[src/rtl/timer_counter_pkg.sv]
// Shared constants for the memory-mapped down-counter: register offsets, CTRL bit
// positions, FSM state codes and the byte-lane merge used by the write path.
package timer_counter_pkg;

    localparam logic [31:0] TC_BASE      = 32'h0000_7F00;

    localparam logic [1:0]  TC_CTRL      = 2'b00;
    localparam logic [1:0]  TC_PRESET    = 2'b01;
    localparam logic [1:0]  TC_COUNT     = 2'b10;
    localparam logic [1:0]  TC_RSVD      = 2'b11;

    localparam int          CTRL_EN      = 0;
    localparam int          CTRL_MODE_LO = 1;
    localparam int          CTRL_MODE_HI = 2;
    localparam int          CTRL_IM      = 3;

    localparam logic [1:0]  MODE_ONESHOT = 2'b00;
    localparam logic [1:0]  MODE_RELOAD  = 2'b01;

    localparam logic [1:0]  TC_IDLE      = 2'b00;
    localparam logic [1:0]  TC_LOAD      = 2'b01;
    localparam logic [1:0]  TC_CNT       = 2'b10;
    localparam logic [1:0]  TC_INT       = 2'b11;

    function automatic logic [31:0] byte_merge(input logic [31:0] old_val,
                                               input logic [31:0] new_val,
                                               input logic [3:0]  be);
        logic [31:0] result;
        for (int i = 0; i < 4; i++) begin
            result[8*i +: 8] = be[i] ? new_val[8*i +: 8] : old_val[8*i +: 8];
        end
        return result;
    endfunction

endpackage

[src/rtl/timer_counter_if.sv]
// Bridge-side bus of the timer: word address, byte-lane write, combinational read
// data and the interrupt request towards CP0.
interface timer_counter_if;
    logic [29:0] Addr;
    logic        WE;
    logic [3:0]  ByteEn;
    logic [31:0] Din;
    logic [31:0] Dout;
    logic        IRQ;

    modport master (output Addr, WE, ByteEn, Din, input Dout, IRQ);
    modport slave  (input Addr, WE, ByteEn, Din, output Dout, IRQ);
endinterface

[src/rtl/timer_counter.sv]
// 32-bit memory-mapped down-counter with one-shot and auto-reload modes; holds
// CTRL, PRESET and COUNT and raises IRQ when the countdown expires.
module timer_counter
    import timer_counter_pkg::*;
(
    input  logic           clk,
    input  logic           reset,
    timer_counter_if.slave bus
);

    logic [3:0]  r_ctrl;
    logic [31:0] r_preset;
    logic [31:0] r_count;
    logic [1:0]  r_state;
    logic        r_irq_flag;

    logic [1:0]  w_off;
    logic        w_wr_ctrl;
    logic        w_wr_preset;
    logic        w_en;
    logic        w_im;
    logic        w_reload_mode;
    logic        w_fsm_clr_en;
    logic        w_irq_set;
    logic        w_irq_clr;
    logic        w_unused_addr;

    // The bridge has already selected the window, so only the word offset matters.
    assign w_off         = bus.Addr[1:0];
    assign w_unused_addr = ^bus.Addr[29:2];

    assign w_wr_ctrl     = bus.WE && (w_off == TC_CTRL);
    assign w_wr_preset   = bus.WE && (w_off == TC_PRESET);

    assign w_en          = r_ctrl[CTRL_EN];
    assign w_im          = r_ctrl[CTRL_IM];
    assign w_reload_mode = (r_ctrl[CTRL_MODE_HI:CTRL_MODE_LO] == MODE_RELOAD);

    // Every mode other than auto-reload behaves as one-shot and drops En on expiry.
    assign w_fsm_clr_en  = (r_state == TC_INT) && !w_reload_mode;

    assign w_irq_set     = (r_state == TC_CNT) && w_en && (r_count <= 32'd1);
    assign w_irq_clr     = w_wr_ctrl || ((r_state == TC_INT) && w_reload_mode);

    // CTRL lives entirely in byte lane 0; a CPU write takes priority over the FSM's
    // own clearing of En so software never loses a write.
    always_ff @(posedge clk) begin
        if (reset) begin
            r_ctrl   <= '0;
            r_preset <= '0;
        end else begin
            if (w_wr_ctrl) begin
                if (bus.ByteEn[0]) begin
                    r_ctrl <= bus.Din[3:0];
                end
            end else if (w_fsm_clr_en) begin
                r_ctrl[CTRL_EN] <= 1'b0;
            end

            if (w_wr_preset) begin
                r_preset <= byte_merge(r_preset, bus.Din, bus.ByteEn);
            end
        end
    end

    // NOTE: state registers use non-blocking assignments so every branch below sees
    // the pre-edge values of r_count, r_state and r_ctrl.
    always_ff @(posedge clk) begin
        if (reset) begin
            r_state    <= TC_IDLE;
            r_count    <= '0;
            r_irq_flag <= 1'b0;
        end else begin
            case (r_state)
                TC_IDLE: begin
                    if (w_en) begin
                        r_state <= TC_LOAD;
                    end
                end
                TC_LOAD: begin
                    r_count <= r_preset;
                    r_state <= TC_CNT;
                end
                TC_CNT: begin
                    if (!w_en) begin
                        r_state <= TC_IDLE;
                    end else if (r_count > 32'd1) begin
                        r_count <= r_count - 32'd1;
                    end else begin
                        r_count <= '0;
                        r_state <= TC_INT;
                    end
                end
                TC_INT: begin
                    r_state <= TC_IDLE;
                end
                default: begin
                    r_state <= TC_IDLE;
                end
            endcase

            if (w_irq_set) begin
                r_irq_flag <= 1'b1;
            end else if (w_irq_clr) begin
                r_irq_flag <= 1'b0;
            end
        end
    end

    // NOTE: Dout gets a default before the case so no path leaves it unassigned,
    // which keeps this a pure mux rather than a latch.
    always_comb begin
        bus.Dout = '0;
        case (w_off)
            TC_CTRL:   bus.Dout = {28'd0, r_ctrl};
            TC_PRESET: bus.Dout = r_preset;
            TC_COUNT:  bus.Dout = r_count;
            default:   bus.Dout = '0;
        endcase
    end

    assign bus.IRQ = w_im & r_irq_flag;

endmodule

[src/flat_wrapper.sv]
// flat-port wrapper written by rule: the top's interface ports become plain ports
module timer_counter_flat import timer_counter_pkg::*;
  (clk, reset, bus_Addr, bus_WE, bus_ByteEn, bus_Din, bus_Dout, bus_IRQ);
  timer_counter_if bus_i ();
  input  logic clk;
  input  logic reset;
  input wire logic [$bits(bus_i.Addr)-1:0] bus_Addr;
  input wire logic [$bits(bus_i.WE)-1:0] bus_WE;
  input wire logic [$bits(bus_i.ByteEn)-1:0] bus_ByteEn;
  input wire logic [$bits(bus_i.Din)-1:0] bus_Din;
  output wire logic [$bits(bus_i.Dout)-1:0] bus_Dout;
  output wire logic [$bits(bus_i.IRQ)-1:0] bus_IRQ;
  assign bus_i.Addr = bus_Addr;
  assign bus_i.WE = bus_WE;
  assign bus_i.ByteEn = bus_ByteEn;
  assign bus_i.Din = bus_Din;
  assign bus_Dout = bus_i.Dout;
  assign bus_IRQ = bus_i.IRQ;
  timer_counter u_core (.clk(clk), .reset(reset), .bus(bus_i));
endmodule
[config.mk]
export PLATFORM = sky130hd
export DESIGN_NAME = timer_counter_flat
export DESIGN_NICKNAME = d
export VERILOG_FILES = /design/src/rtl/timer_counter_pkg.sv /design/src/rtl/timer_counter_if.sv /design/src/rtl/timer_counter.sv /design/src/flat_wrapper.sv
export SDC_FILE = /design/constraint.sdc
export NUM_CORES = 1
export LEC_CHECK = 0
export CAP_MARGIN = 40
export CORE_MARGIN = 3
export CORE_UTILIZATION = 40
export DETAILED_ROUTE_END_ITERATION = 16
export GPL_ROUTABILITY_DRIVEN = 0
export HOLD_SLACK_MARGIN = 0.1
export PLACE_DENSITY = 0.69
export SYNTH_ARGS = -nofsm -noshare
export SYNTH_HDL_FRONTEND = slang
export SYNTH_SLANG_ARGS = --single-unit
[constraint.sdc]
create_clock -name clk -period 3.4 [get_ports clk]
set_input_delay 1.02 -clock clk [delete_from_list [all_inputs] [get_ports clk]]
set_output_delay 1.02 -clock clk [all_outputs]
set_load 0.01 [all_outputs]
==> flow_summary.yaml <==
worst_setup_path:
  crit_fanout: 6
  path_buf_inv: 5
  r2r-end: "u_core.r_count[17]"
  required_ps: 2380
  critical_path_class: "in -> out"
  worstSetupStartpointType: "primary input"
  crit_chain: "dlygate4sd2_1, buf_6, nor2b_4, buf_4, buf_6, a22o_1, dlygate4sd2_1"
  path_delay_family: "buffers and inverters"
  r2r_cells: 6
  reg2reg_from: "u_core.r_count[2]"
  cp.arrival_ps: 2320
  cp-end-kind: "output pin"
  crit_start: "bus_Addr[1]"
  rrSetupSlack_ps: 610
  critPathMaxStageDelay_ps: 270
  cp_slowest_cell: "dlygate4sd2_1"
final_layout:
  mostFrequentLayoutCells: "90 x nand2_1, 71 x dfxtp_1, 54 x a21oi_1"
  diodes: 0
  final_common_cell: "nand2_1"
  syn_to_final_growth_pct: 26.0
  final_layout_size_suffix_gt1_frac: 0.121
  final_nets: 709
  final_util: 0.533
sta:
  relSlewSlack: 0.422
  grt_setup_unrepaired: "no"
  worst_pin_slew_ps: 859
  final_max_slew_viol_count: 0
  finalHoldViolations: 0
  min_period_ps: 3340
  fmax_mhz: 300
  fin_skew_ps: 9.25
  finalSetupViolCount: 0
  fin_crit_sh: 0.982
floorplan:
  io_pins: 102
  die_area_um2: 11900
  die_w_um: 109
  fp-row-count: 36
  start_util: 0.423
  core_area_um2: 10000
  die_h_um: 109
drt:
  routed_wirelength_um: 14000
  drtPass1Iterations: 5
  wl_per_cell_um: 18.0
  drc: 0
  drt_iter0_markers: 540
  drtAntennaViolNets: 0
  dr_total_vias: 4781
  via_per_inst: 6.16
min_path:
  min_to: "u_core.r_preset[9]"
  min_from: "u_core.r_preset[9]"
  whs_path_depth: 2
  hp-class: "reg -> reg"
clock_network:
  clkSinkCount: 71
  cts.clk_slew.worst_paths_ps: 80
  cts_tree: "yes"
  numCtsBuffers: 9
  cts_root_buf: "clkbuf_8"
  htree_levels: 3
  cts_buffer_depth: 2
  clk_latency_ps: 350
synth:
  yosys_warnings: 0
  synthArstFlopShare: 0
  ys_seq_elements: 71
  synth_cell_type_count: 58
  seq_area_frac_synth: 0.335
  netlist_area_um2: 4250
  syn_area_per_cell_um2: 7.47
  synthFlopType: "dfxtp_1"
  synth.net_count: 640
  syn_inst: 569
  synth-edff-count: 0
grt:
  antenna_found_initial: 0
  grt-busiest-layer: "met2"
  grt_usage: 0.238
  grt_start_max_net_pins: 43
  grt_pass1_vias: 4396
  overflow: 0
  met1_usage: 0.311
  grtUsageMet2: 0.388
  met3_usage: 0.0432
  grt_pass1_wl_um: 22500
run_status:
  status: "finished clean"
job:
  cap_violations: 0
pwr:
  power_density_nw_per_um2: 335
  irDropWorstVdd_mv: 0.146
  p_total_w: 0.00179
  leakage_nw: 2.11
placed_design:
  port_buffers: 73
  dp_hpwl_um: 9290
==> state kept, by name, summed over array words and instances (netlist names) <==
signal and cells:
u_core.r_count 32, u_core.r_ctrl 4, u_core.r_irq_flag 1, u_core.r_preset 32, u_core.r_state 2
==> where the power goes <==
group / switching [W] / total (W) / internal (W)
Combinational: 0.000164 / 0.000293 / 0.000129
Clock: 0.000336 / 0.000643 / 0.000307
Sequential: 0.0000145 / 0.000858 / 0.000843
Total: 0.000515 / 0.00179 / 0.00128
==> stage by stage <==
| stage | cells | cell area (um^2) | hold slack (ps) | setup slack, ps | TNS (ps) |
|---|---|---|---|---|---|
| 2_1_floorplan | 569 | 4250 | 446 | 7.12 | 0 |
| 3_3_place_gp | 745 | 5110 | 462 | -376 | -10760 |
| 3_5_place_dp | 746 | 5120 | 469 | -368 | -10840 |
| 4_1_cts | 775 | 5390 | 479 | 5.78 | 0 |
| 5_1_grt | 776 | 5350 | 500 | 0.658 | 0 |
| 6_report | 776 | 5350 | 479 | 61.8 | 0 |
==> what timing repair did <==
action	CTS	global route
hold endpoints to repair	0	0
cloned	2	0
hold buffers	0	0
gates resized for setup	49	17
setup buffers	11	1
setup endpoints to repair	32	11
==> layer usage <==
metal | up-vias | part of all wire
met3 | 29 | 0.070
met1 | 2297 | 0.42
met2 | 211 | 0.48
li1 | 2244 | -
met5 | - | 0
met4 | 0 | 0.029
==> worst max-delay path by stage <==
| stage | end | slack [ps] | depth (start not counted) |
|---|---|---|---|
| after floorplan | bus_Dout[10] | 7 | 6 |
| after global placement | bus_Dout[14] | -380 | 5 |
| after detailed placement | bus_Dout[30] | -370 | 6 |
| after CTS | bus_Dout[28] | 6 | 8 |
| after global routing | bus_Dout[14] | 0.7 | 7 |
| final | bus_Dout[14] | 60 | 7 |
==> worst min-delay path, delay by kind of cell, from the launching register on <==
kind | cells | cell delay (ps)
flip-flops | 1 | 330
AND/OR/NAND/NOR | 1 | 60
AO/OA/AOI/OAI | 1 | 50
==> final cells by class <==
| class | count | area, um^2 |
|---|---|---|
| clock buffers | 12 | 155 |
| well taps | 133 | 166 |
| fillers | 982 | 4690 |
| repair buffers | 111 | 972 |
| flip-flops and latches | 71 | 1420 |
| multi-input cells | 437 | 2580 |
| clock inverters | 4 | 30.0 |
| inverters | 8 | 30.0 |
==> synth_stat cells, drive strengths merged, types with 7 or more instances <==
cell	n	area share
a211oi	10	0.018
a21oi	54	0.064
a221oi	8	0.016
a22o	28	0.058
a22oi	9	0.016
a31oi	7	0.010
and3	7	0.011
buf	7	0.014
clkbuf	46	0.041
dfxtp	71	0.33
inv	7	0.0062
mux2i	13	0.031
nand2	90	0.080
nand3	14	0.016
nor2	32	0.029
nor3	18	0.021
nor4	14	0.021
o21a	8	0.014
o21ai	44	0.052
or3	12	0.019
==> logic make-up after synthesis <==
kind of cell | Yosys count | synth area share
AND/OR/NAND/NOR | 223 | 0.257
multiplexers | 13 | 0.0306
AO/OA/AOI/OAI | 198 | 0.308
flip-flops | 71 | 0.335
buffers and inverters | 61 | 0.0621
adder cells (fa/ha/maj) | 2 | 0.00589
XOR/XNOR | 1 | 0.00206
Note: power is estimated with default switching activity, not from simulation.
